**src/rtl/mem_arb_pkg.sv**
```systemverilog
// Shared types and constants for the CPU/external RAM arbiter.
// Command encodings, the owner enum used for last winner and read tags, and default widths.
package mem_arb_pkg;

   localparam int AW_DEF = 9;
   localparam int DW_DEF = 16;

   localparam logic [1:0] MNONE  = 2'b00;
   localparam logic [1:0] MREAD  = 2'b01;
   localparam logic [1:0] MWRITE = 2'b10;

   typedef enum logic [1:0] {
      NONE = 2'd0,
      CPU  = 2'd1,
      EXT  = 2'd2
   } owner_t;

endpackage

```
**src/rtl/mem_arbiter_pick.sv**
```systemverilog
// Combinational round-robin pick between CPU (bit 0) and external port (bit 1).
// The output win is one-hot or zero; force_ext overrides the rotation on contention.
module arb_rr_pick
   import mem_arb_pkg::*;
(
   input  logic [1:0] req,
   input  owner_t     last_win,
   input  logic       force_ext,
   output logic [1:0] win
);

   // A lone requester always wins; on contention the side that did not win last goes.
   always_comb begin
      win = 2'b00;
      case (req)
         2'b01:   win = 2'b01;
         2'b10:   win = 2'b10;
         2'b11:   win = (force_ext || last_win == CPU) ? 2'b10 : 2'b01;
         default: win = 2'b00;
      endcase
   end

endmodule

```
**src/rtl/mem_arbiter.sv**
```systemverilog
// Arbitrates one 512x16 synchronous RAM between the CPU port and an external port.
// Optional grant counters are enabled with the MEM_ARB_STATS_EN macro.
module mem_arbiter
   import mem_arb_pkg::*;
#(
   parameter int AW       = AW_DEF,
   parameter int DW       = DW_DEF,
   parameter int MAX_WAIT = 4
) (
   input  logic          clk,
   input  logic          reset,
   input  logic [1:0]    cpu_cmd,
   input  logic [AW-1:0] cpu_addr,
   input  logic [DW-1:0] cpu_wdata,
   output logic          cpu_stall,
   output logic [DW-1:0] cpu_rdata,
   output logic          cpu_rvalid,
   input  logic          ext_req,
   input  logic          ext_we,
   input  logic [AW-1:0] ext_addr,
   input  logic [DW-1:0] ext_wdata,
   output logic          ext_gnt,
   output logic [DW-1:0] ext_rdata,
   output logic          ext_rvalid,
   output logic [AW-1:0] ram_addr,
   output logic          ram_write,
   output logic [DW-1:0] ram_din,
   input  logic [DW-1:0] ram_dout
`ifdef MEM_ARB_STATS_EN
   ,
   output logic [15:0]   cpu_grants,
   output logic [15:0]   ext_grants
`endif
);

   localparam int WW = (MAX_WAIT < 1) ? 1 : $clog2(MAX_WAIT + 1);

   owner_t        last_win_q, last_win_d;
   owner_t        rd_tag_q, rd_tag_d;
   logic [WW-1:0] wait_cnt_q, wait_cnt_d;

   logic       cpu_req, cpu_is_wr, force_ext;
   logic [1:0] req, win;

   assign cpu_req   = (cpu_cmd == MREAD) || (cpu_cmd == MWRITE);
   assign cpu_is_wr = (cpu_cmd == MWRITE);
   assign force_ext = (wait_cnt_q == WW'(MAX_WAIT));
   // Requests are masked during reset so nothing reaches the RAM or the grant state.
   assign req       = {ext_req, cpu_req} & {2{reset}};

   arb_rr_pick u_pick (
      .req       (req),
      .last_win  (last_win_q),
      .force_ext (force_ext),
      .win       (win)
   );

   always_comb begin
      ram_addr  = '0;
      ram_din   = '0;
      ram_write = 1'b0;
      if (win[0]) begin
         ram_addr  = cpu_addr;
         ram_din   = cpu_wdata;
         ram_write = cpu_is_wr;
      end else if (win[1]) begin
         ram_addr  = ext_addr;
         ram_din   = ext_wdata;
         ram_write = ext_we;
      end
   end

   assign cpu_stall  = cpu_req & ~win[0];
   assign ext_gnt    = ext_req & win[1];
   assign cpu_rdata  = ram_dout;
   assign ext_rdata  = ram_dout;
   assign cpu_rvalid = (rd_tag_q == CPU);
   assign ext_rvalid = (rd_tag_q == EXT);

   always_comb begin
      last_win_d = last_win_q;
      rd_tag_d   = NONE;
      wait_cnt_d = wait_cnt_q;
      if (win[0]) begin
         last_win_d = CPU;
         if (!cpu_is_wr) rd_tag_d = CPU;
      end else if (win[1]) begin
         last_win_d = EXT;
         if (!ext_we) rd_tag_d = EXT;
      end
      if (!ext_req || ext_gnt) begin
         wait_cnt_d = '0;
      end else if (wait_cnt_q != WW'(MAX_WAIT)) begin
         wait_cnt_d = wait_cnt_q + 1'b1;
      end
   end

   always_ff @(posedge clk or negedge reset) begin
      if (!reset) begin
         last_win_q <= EXT;
         rd_tag_q   <= NONE;
         wait_cnt_q <= '0;
      end else begin
         last_win_q <= last_win_d;
         rd_tag_q   <= rd_tag_d;
         wait_cnt_q <= wait_cnt_d;
      end
   end

`ifdef MEM_ARB_STATS_EN
   logic [15:0] cpu_grants_q, cpu_grants_d;
   logic [15:0] ext_grants_q, ext_grants_d;

   // Free-running wrap-around counters of granted accesses per port.
   always_comb begin
      cpu_grants_d = cpu_grants_q + {15'd0, win[0]};
      ext_grants_d = ext_grants_q + {15'd0, win[1]};
   end

   always_ff @(posedge clk or negedge reset) begin
      if (!reset) begin
         cpu_grants_q <= '0;
         ext_grants_q <= '0;
      end else begin
         cpu_grants_q <= cpu_grants_d;
         ext_grants_q <= ext_grants_d;
      end
   end

   assign cpu_grants = cpu_grants_q;
   assign ext_grants = ext_grants_q;
`endif

endmodule
```
**config.mk**
```make
export PLATFORM = sky130hd
export DESIGN_NAME = mem_arbiter
export DESIGN_NICKNAME = d
export VERILOG_FILES = /design/src/rtl/mem_arb_pkg.sv /design/src/rtl/mem_arbiter_pick.sv /design/src/rtl/mem_arbiter.sv
export SDC_FILE = /design/constraint.sdc
export NUM_CORES = 1
export LEC_CHECK = 0
export CAP_MARGIN = 20
export CORE_UTILIZATION = 30
export DETAILED_ROUTE_END_ITERATION = 8
export GPL_ROUTABILITY_DRIVEN = 0
export PLACE_DENSITY = 0.72
export SLEW_MARGIN = 20
export SYNTH_ARGS = -nofsm -noshare
export SYNTH_HDL_FRONTEND = slang
export SYNTH_SLANG_ARGS = --single-unit
```
**constraint.sdc**
```tcl
create_clock -name clk -period 2.4 [get_ports clk]
set_input_delay 0.48 -clock clk [delete_from_list [all_inputs] [get_ports clk]]
set_output_delay 0.48 -clock clk [all_outputs]
set_load 0.005 [all_outputs]
```
== Word level (Yosys, flattened, before mapping) ==
Cells that the tools add are included.

* Equal/unequal tests: 10
* Reduce and logical (&&, ||, !) cells: 6
* Mux-type cells: 16
* Bitwise logic cells: 4
* $add $sub $neg: 1

{| class="wikitable"
|+ Operators with widths
! operator !! number
|-
| 16-bit 2-to-1 mux || 2
|-
| 9-bit 2-to-1 mux || 2
|-
| 2-bit 2-to-1 mux || 6
|-
| 2-bit by 1-bit == test with 1-bit output (second input constant) || 4
|-
| 2-bit == test (second input constant) || 4
|-
| 3-bit 2-to-1 mux || 2
|-
| 2-bit one-hot mux with 3 select lines || 1
|-
| 2-bit nonzero test || 2
|-
| 3-bit by 1-bit adder with 3-bit output (second input constant) || 1
|-
| 3-bit == test (second input constant) || 1
|-
| 1-bit logical OR || 3
|-
| 1-bit 2-to-1 mux || 3
|-
| 3-bit inequality test (second input constant) || 1
|-
| 1-bit AND || 2
|-
| 2-bit AND || 1
|-
| 1-bit zero test || 1
|-
| 1-bit inverter || 1
|}

* Bits of input ports: 72
* Bits in registers: 7
* Word-level logic and storage cells: 40
* Output and inout port bits: 62

== Logic depth before layout (Yosys ltp) ==
Gate-level depths: netlist of run 1.

* Depth after elaboration: 8
* Mapped depth: 8
* Mapped depth without buffers: 5

== Hierarchy ==
A second synthesis of run 1 with hierarchy kept.

* Cell total of the unflattened synthesis: 109
* Area, all modules: 947.2 um^2

{| class="wikitable"
|+ Modules (own cells, without submodules)
! module !! cells each !! area each (um^2) !! seq. area each (um^2) !! instances
|-
| mem_arbiter || 104 || 909.6 || 176.4 || 1
|-
| arb_rr_pick || 5 || 37.5 || 0.0 || 1
|}

== Worst setup path after synthesis of run 1 ==
Ideal clock, no wire load.

* Path kind: input-to-output
* From: in cpu_cmd[0]
* To: out ram_addr[7]
* Buffers on the path: 2
* Data required time: 1,920 ps
* Slack: 178 ps
* Arrival: 1,742 ps
* Cell stages on the path: 6
* Path through: inv_1 ha_1 clkbuf_1 clkbuf_1 or4_1 nand3_1

* Cells in the longest elaborated chain, start to end: 7
* Elaborated cells on any way between the ends: 10
* Those cells by class: eq/ne (5); mux (3); bitwise (1); reduce/logical (1)

{| class="wikitable"
|+ Ends and longest elaborated chain
! what !! RTL line !! source
|-
| start, declared || mem_arbiter.sv:12 || <nowiki>input logic [1:0] cpu_cmd,</nowiki>
|-
| 2-bit by 1-bit == test with 1-bit output or 2-bit == test (tied branches) || mem_arbiter.sv:45 || <nowiki>assign cpu_req = (cpu_cmd == MREAD) || (cpu_cmd == MWRITE);</nowiki>
|-
| 1-bit logical OR (*) || mem_arbiter.sv:45 ||
|-
| 2-bit AND (*) || mem_arbiter.sv:49 || <nowiki>assign req = {ext_req, cpu_req} & {2{reset}};</nowiki>
|-
| 2-bit == test or 2-bit by 1-bit == test with 1-bit output (tied branches) || mem_arbiter_pick.sv:15 || <nowiki>case (req)</nowiki>
|-
| 2-bit one-hot mux with 3 select lines (*) || mem_arbiter_pick.sv:15 ||
|-
| 9-bit 2-to-1 mux || mem_arbiter.sv:66 || <nowiki>end else if (win[1]) begin</nowiki>
|-
| 9-bit 2-to-1 mux (*) || mem_arbiter.sv:62 || <nowiki>if (win[0]) begin</nowiki>
|-
| end, declared || mem_arbiter.sv:25 || <nowiki>output logic [AW-1:0] ram_addr,</nowiki>
|}

Every way passes the cells marked *; elsewhere a longest branch is shown, timed or not.

== Final worst setup path of run 1 ==
* From: in cpu_cmd[0]
* To: out ram_addr[6]

Same word-level chain as after synthesis.

==> results of run 1 <==
-- cell families after synthesis --
family,share of synthesized area
AND/OR/NAND/NOR,0.380
buffers and inverters,0.229
AO/OA/AOI/OAI,0.260
flip-flops,0.0984
adder cells (fa/ha/maj),0.0209
XOR/XNOR,0.00489
multiplexers,0.00628
-- layer usage --
layer / track usage / vias up
met5: 0 / -
met2: 0.383 / 104
met1: 0.260 / 1109
met3: 0.0322 / 11
met4: 0.0855 / 0
li1: - / 1116
-- power by group through the flow --
stage / sequential, mW / clock, mW / combinational (mW)
2_1_floorplan: 0.145 / 0 / 0.320
3_3_place_gp: 0.146 / 0 / 0.617
3_5_place_dp: 0.147 / 0 / 0.626
4_1_cts: 0.155 / 0.178 / 0.716
5_1_grt: 0.158 / 0.182 / 0.790
6_report: 0.154 / 0.174 / 0.732
-- cell type report --
| cell class | count | area (µm²) |
|---|---|---|
| inverters | 4 | 15.0 |
| well taps | 72 | 90.1 |
| clock buffers | 4 | 45.0 |
| flip-flops and latches | 7 | 176 |
| fillers | 555 | 2660 |
| multi-input cells | 190 | 1340 |
| repair buffers | 131 | 1320 |
-- layout by cell type, fill, tap and decap left out, types with 7 or more instances in the layout --
| cell type | n |
|---|---|
| nand2_1 | 26 |
| buf_4 | 32 |
| nor2b_1 | 28 |
| dlygate4sd2_1 | 7 |
| o211ai_1 | 26 |
| or4_1 | 24 |
| nand3_1 | 26 |
| buf_2 | 16 |
| clkdlybuf4s15_2 | 8 |
| a32oi_1 | 24 |
| clkdlybuf4s50_1 | 54 |
-- worst max path at each step --
stage          cells after the start          end     startpoint
5_1_grt                            6   ram_din[2]  wait_cnt_q[0]
6_report                           8  ram_addr[6]     cpu_cmd[0]
3_3_place_gp                       7  ram_din[10]     cpu_cmd[0]
2_1_floorplan                      6  ram_addr[7]     cpu_cmd[0]
3_5_place_dp                       7  ram_din[10]     cpu_cmd[0]
4_1_cts                            6   ram_din[8]  wait_cnt_q[0]
-- timing repair --
item                                   CTS  global route
setup endpoints to repair               28             9
gates resized for setup                112             4
endpoints found under the hold margin    0             0
pin swaps                               22             3
buffers inserted                        10             1
gates cloned                            10             2
-- worst reg2reg max path: stages, from the launching register on --
cell and delay (ns):
dfrtp_1 0.35, inv_1 0.08, ha_4 0.18, and2_4 0.19
buf_4 0.15, buf_4 0.14, o31ai_1 0.39, o2111a_1 0.25
-- through the flow --
stage / instances / TNS [ns]
5_1_grt: 408 / 0
2_1_floorplan: 258 / 0
3_3_place_gp: 381 / -18.02
3_5_place_dp: 381 / -18.03
6_report: 408 / 0
4_1_cts: 405 / 0
-- flip-flops by register name (all words and copies together) (netlist names) --
| name | count |
|---|---|
| last_win_q | 2 |
| rd_tag_q | 2 |
| wait_cnt_q | 3 |
==> impl_results.md, run 1 <==
* Outcome: completed
* # port buffers at 85
* Design Area, Final at roughly 3000 µm²
* Hold Path Class: primary input to asynchronous set/reset pin
* Die W at approximately 80 µm
* DR WL/cell at around 17 µm
* Period utilisation layout at 0.984
* Setup slack, reg-to-reg at 0.60 ns
* Tmin final at 2.36 ns
* Peak supply drop at roughly 0.00015 V
* Synth Register Bits at 7
* Die ar. at 6290 µm²
* Worst setup margin at 0.0395 ns
* Total power draw at between 1 and 1.5 mW
* Pin count of the biggest net entering global routing at 35
* Final setup vio count at 0
* I/O Pins at 134
* RSZ-0062 raised after global routing: no
* Pint at 0.658 mW
* Crit path largest cell delay at 0.51 ns
* CTS tree: built
* Synth Instances at about 260
* N_diodes at 0
* TritonRoute pass-1 iters at 4
* Ys Warns at 0
* DRC at 0
* Hold Buf Count CTS at 0
* Final Hold Fails at 0
* Post-synth top area share at 0.134
* Post-synth ARST share at 1.00
* Seq pwr share at 0.146
* Psw at 0.402 mW
* Most instantiated library cell after synthesis: buf_4
* Post-DP HPWL at 3810 µm
* Crit-path max FO at 14
* Clock transition at path regs at ~0.040 ns
* WP data required at roughly 1.9 ns
* Largest delay share family, worst path: simple AND/OR/NAND/NOR gates
* Reg2reg end: wait_cnt_q[2]
* Most frequent CP cell: buf_2
* Number of enable flip-flop cells after synthesis at 0
* Clock Tree Buf Depth at 2
* Setup Skew at 0.00113 ns
* Relative slew slack at 0.552
* Post-DRT Antenna Nets at 0
* WL met1 at 2920 µm
* Met2 routed WL at 3350 µm
* Synth Net Count at 333
* H-tree levels at 1
* Post-Place Cell Area at 2640 µm²
* Seq/Total Area, Yosys at 0.0984
* R2r startpoint: wait_cnt_q[0]
* Die height at about 79 µm
* Area grow syn2layout at 66.3%
* Worst setup EP type: output port
* Core ar. at about 5600 µm²
* Nets@finish at roughly 400
* Overall routing resource usage at 0.217
* Final wirelength at 6840 µm
* Worst-margin pin slew at 0.669 ns
* Slowest cell on crit path: or4_1
* Arrival time at the worst endpoint at 1.88 ns
* Clock latency at the later pin of the worst-skew pair at 0.23 ns
* Worst path bufs/invs at 5
* Pleak at 1.25 nW
* Setup Crit Path Kind: primary input to output port
* Highest routed metal layer: met4
* Wire length on met3 at 440 µm
* Power share of the clock group at 0.164
* Post-layout util at 0.528
* Vias per cell at 5.74
* Hold slack at 0.425 ns
* Ranking of synthesized cells by area: buf_4, a32oi_1, o211ai_1
* Gr ovfl total at 0
* Max Freq at 424 MHz
* Post-synth top area cell: buf_4
* Netlist cell types at 32
* CTS Root Buffer Type: clkbuf_8
* CTS Sinks at 7
* Commonest cells post-synth: buf_4, nor2b_1
* Synth Flop Type: dfrtp_1
* 1st-iter DRT viols at 102
* Max Cap Violations at 0
* Synthesized area at about 1800 µm²
* Vias in the first global route at 2,339
* CP Cell Sequence: buf_2 -> inv_2 -> ha_4 -> buf_12 -> buf_16 -> or4_1 -> nand3_1 -> buf_2
* Final Max Slew Viols at 0
* First-pass GRT wire length at between 10,000 and 15,000 µm
* FP Rows at 27
* Switching share of power at 0.379
* Syn Area/Cell at around 6.9 µm²
* Part of the power in combinational logic at 0.691
* Starting Density at 0.318
* Inserted Clock Buffers at 3
* Pwr dens at 355 nW/µm²
* Layout cells sized above 1 at 0.277
* Initial antenna violation count at 0
* Worst slack, placed at -0.686 ns
* Routed via count at 2,340
* Reg2reg path depth at 7
* Setup crit start kind: primary input
Note: power is estimated with default switching activity, not from simulation.
==> run 2: changes to the inputs <==
- CORE_ASPECT_RATIO: default -> 1.25
==> impl_results.md, run 2 (same netlist as run 1, synthesis figures left out) <==
* Outcome: finished with violations
* Failing checks: DRC
* Max Freq at approximately 430 MHz
* Largest register FFs at 3
* Vias in the first global route at 2,155
* Pwr dens at 359 nW/µm²
* Register with the most flip-flops: wait_cnt_q
* DR WL/cell at approximately 16 µm
* 1st-iter DRT viols at 130
* Worst slack, placed at -0.706 ns
* Vias per cell at 5.76
* Die height at 88.4 µm
* Relative slew slack at 0.765
* WP data required at 1.92 ns
* Finished Layout Cells at about 390
* Crit path largest cell delay at just over 0.5 ns
* Overall routing resource usage at 0.195
* Final Max Slew Viols at 0
* Most frequent cells in the layout: clkdlybuf4s50_1, nor2b_1
* Top Registers: wait_cnt_q: 3 flops, last_win_q: 2 flops, rd_tag_q: 2 flops
* Area grow syn2layout at 57.5%
* Post-Place Cells at 373
* N_diodes at 0
* Setup Crit Path Kind: primary input to output port
* # port buffers at 85
* Period utilisation layout at 0.961
* Pin count of the biggest net entering global routing at 31
* Worst setup EP type: output port
* TritonRoute pass-1 iters at 6
* Peak supply drop at 0.000197 V
* Final wirelength at roughly 6300 µm
* Post-DP HPWL at 3760 µm
* CTS tree: built
* Max Cap Violations at 0
* Clock latency at the later pin of the worst-skew pair at roughly 0.23 ns
* Die ar. at 6290 µm²
* Crit-path max FO at 5
* Layout cells sized above 1 at 0.292
* FP Rows at 31
* Worst-margin pin slew at between 0.3 and 0.4 ns
* Post-DRT Antenna Nets at 0
* Design Area, Final at about 2800 µm²
* Hold Buf Count CTS at 0
* Worst setup margin at 0.0944 ns
* I/O Pins at 134
* Clock Tree Buf Depth at 2
* First-pass GRT wire length at 9910 µm
* CP Cell Sequence: clkbuf_2 -> inv_2 -> ha_4 -> buf_6 -> buf_16 -> or4_1 -> nand3_1 -> buf_2
* Arrival time at the worst endpoint at 1.83 ns
* Initial antenna violation count at 0
* Setup crit start kind: primary input
* Core ar. at 5780 µm²
* # fillers at 587
* Setup Skew at 0.00192 ns
* Clock transition at path regs at ~0.040 ns
* Gr ovfl total at 0
* CTS Root Buffer Type: clkbuf_8
* Nets@finish at roughly 400
* FF/Latch Area at roughly 180 µm²
* Setup tns final at 0 ns
* Post-Place Cell Area at between 2000 and 3000 µm²
* RSZ-0062 raised after global routing: no
* Tmin final at 2.31 ns
* Pleak at 1.21 nW
* Inserted Clock Buffers at 3
* Commonest non-fill, non-tap cell in the layout: clkdlybuf4s50_1
* Slowest cell on crit path: or4_1
* Hold Path Class: flop to flop
* Starting Density at 0.310
* H-tree levels at 1
* Final Hold Fails at 0
* CTS Sinks at 7
* Final setup vio count at 0
* Routed via count at around 2.3k
* Multi-input combinational cell area at 1310 µm²
* Die W at just over 70 µm
* DRC at 11
-- run 2: power breakdown --
part	leakage [nW]	internal, mW	switching [mW]	total (mW)
Sequential	0.0892	0.135	0.0120	0.147
Clock	0.0228	0.115	0.0533	0.168
Combinational	1.10	0.386	0.312	0.698
-- run 2: metrics by stage --
step	utilization	total power [mW]	hold WS [ns]
detailed placement	0.455	0.801	0.492
global route	0.489	1.08	0.522
finish	0.489	1.01	0.503
CTS	0.481	1.00	0.500
global placement	0.455	0.787	0.487
floorplan	-	0.465	0.184
-- run 2: worst paths after layout --
kind,startpoint,to,slack [ns],cells past startpoint
max reg2reg,wait_cnt_q[0],wait_cnt_q[1],0.73,5
max,cpu_cmd[0],ram_din[11],0.09,8
min,last_win_q[1],last_win_q[1],0.50,2
min reg2reg,last_win_q[1],last_win_q[1],0.50,2
min in group asynchronous,reset,wait_cnt_q[2],0.52,3
max in group asynchronous,reset,last_win_q[1],1.56,4
-- run 2: metal layers --
layer / up-vias / global-route usage / share of wire
met2: 88 / 0.371 / 0.54
met4: 0 / 0.0764 / 0.013
met5: - / 0 / 0
met1: 1063 / 0.223 / 0.41
met3: 12 / 0.0171 / 0.044
li1: 1091 / - / -
-- run 2: cell type report --
type | instances | share of cell area
Clock buffer | 4 | 0.0160
Inverter | 4 | 0.00532
Multi-Input combinational cell | 184 | 0.463
Sequential cell | 7 | 0.0625
Tap cell | 66 | 0.0292
Timing Repair Buffer | 126 | 0.424
-- run 2: timing repair --
| action | in CTS | in global routing |
|---|---|---|
| buffers inserted | 9 | 1 |
| gates cloned | 4 | 1 |
| setup endpoints to repair | 28 | 12 |
| pin swaps | 38 | 2 |
| gates resized for setup | 120 | 15 |
-- run 2: critical path, delay by kind of cell --
kind                     cells  cell delay (ns)
adder cells (fa/ha/maj)      1             0.25
AND/OR/NAND/NOR              2             0.59
buffers and inverters        5             0.51
==> run 3: changes to the inputs <==
- PLACE_DENSITY: 0.72 -> 0.75
- SLEW_MARGIN: 20 -> default
- clock period: 2.4 -> 2.08 ns (I/O delays scaled with it)
==> impl_results.md, run 3 (same netlist as run 1, synthesis figures left out) <==
* Outcome: finished with violations
* Failing checks: DRC, setup timing
* Tmin final at 2.17 ns
* Final setup vio count at 24
* Pleak at 1.52 nW
* Period utilisation layout at 1.04
* Largest register FFs at 3
* Hold slack at 0.206 ns
* Pin count of the biggest net entering global routing at 27
* Max Cap Violations at 0
* Setup Skew at 0.00408 ns
* CTS Sinks at 7
* Register with the most flip-flops: wait_cnt_q
* Max Freq at 462 MHz
* 1st-iter DRT viols at 153
* Commonest non-fill, non-tap cell in the layout: clkdlybuf4s50_1
* Worst setup EP type: output port
* Layout cells sized above 1 at 0.437
* Inserted Clock Buffers at 3
* Setup crit start kind: primary input
* Gr ovfl total at 0
* Final wirelength at 7960 µm
* Post-DRT Antenna Nets at 0
* DR WL/cell at 18.9 µm
* Setup Crit Path Kind: primary input to output port
* Top Registers: wait_cnt_q: 3 flops, last_win_q: 2 flops, rd_tag_q: 2 flops
* Arrival time at the worst endpoint at about 1.8 ns
* Most frequent cells in the layout: clkdlybuf4s50_1, buf_4, buf_2
* I/O Pins at between 100 and 150
* Vias per cell at 5.96
* Hold Path Class: primary input to asynchronous set/reset pin
* FP Rows at 31
* H-tree levels at 1
* Clock Tree Buf Depth at 2
* Post-Place Cells at 378
* Hold Buf Count CTS at 0
* # port buffers at 85
* Starting Density at 0.310
* First-pass GRT wire length at 11,300 µm
* Clock transition at path regs at 0.05 ns
* Nets@finish at approximately 430
* Die W at 71.1 µm
* DRC at 12
* Final Hold Fails at 0
* Worst setup margin at -0.0856 ns
* Worst-margin pin slew at ~0.4 ns
* Finished Layout Cells at ~420
* Die height at 88.4 µm
* Overall routing resource usage at 0.223
* Clock latency at the later pin of the worst-skew pair at 0.23 ns
* TritonRoute pass-1 iters at 6
* Peak supply drop at between 0.0002 and 0.00025 V
* Vias in the first global route at ~2.3k
* N_diodes at 0
* Area grow syn2layout at 91.3%
* Relative slew slack at 0.732
* Crit-path max FO at 8
* WP data required at 1.66 ns
* Initial antenna violation count at 0
* Core ar. at 5780 µm²
* CTS tree: built
* Pwr dens at between 400 and 500 nW/µm²
* Die ar. at 6290 µm²
* Total power draw at 1.53 mW
* Post-DP HPWL at 3690 µm
* Routed via count at 2,510
* Final Max Slew Viols at 0
* # fillers at 484
* RSZ-0062 raised after global routing: yes
* CTS Root Buffer Type: clkbuf_8
## run 3: cell count changes in the layout (fill, tap and decap cells not counted), sizes merged
cell,change
buf,+27
clkbuf,+2
and2,+5
dlygate4sd2,-4
bufbuf,+1
clkdlybuf4s50,-1
## run 3: per-stage QoR
stage           util  TNS (ns)  area, µm²  setup WS [ns]
2_1_floorplan      -         0       1790         0.0139
3_3_place_gp   0.463    -23.50       2680         -0.865
3_5_place_dp   0.463    -24.10       2680         -0.903
4_1_cts        0.545     -1.61       3150         -0.135
5_1_grt        0.594     -2.47       3430         -0.166
6_report       0.594     -1.27       3430        -0.0856
## run 3: final timing paths
kind,from,endpoint,cells past startpoint,slack (ns)
min,reset,wait_cnt_q[1],2,0.21
min in group clk,last_win_q[1],last_win_q[1],2,0.49
max,cpu_cmd[0],ram_din[7],10,-0.09
max reg2reg,wait_cnt_q[1],wait_cnt_q[1],6,0.41
min reg2reg,last_win_q[1],last_win_q[1],2,0.49
max in group asynchronous,reset,last_win_q[1],4,1.45
## run 3: routing by layer
layer  wire length, µm  track usage
met2              4100        0.404
met1              3190        0.264
met5                 0            0
met4               155       0.0909
met3               513       0.0319
## run 3: area by class of cell
type	count	area, µm²	share of cell area
Tap cell	66	82.6	0.0241
Inverter	4	17.5	0.00511
Timing Repair Buffer	151	1630	0.474
Multi-Input combinational cell	189	1480	0.433
Clock buffer	4	45.0	0.0131
Sequential cell	7	176	0.0514
## run 3: worst max-delay path, stage by stage
cell and delay, ns:
buf_6 0.07, inv_4 0.03, ha_4 0.29, buf_12 0.15, buf_12 0.13, buf_16 0.14, buf_6 0.12, a32oi_2 0.16
nand3_1 0.10, buf_2 0.14
## run 3: report_power, final
part           switching [mW]  internal (mW)
sequential             0.0132          0.156
combinational           0.475          0.683
clock                  0.0657          0.133
## run 3: timing repair
action	CTS	global route
buffers inserted	17	6
resized for setup	161	44
cloned	14	4
endpoints found under the setup margin	28	27
endpoints found under the hold margin	0	0
pin swaps	50	36
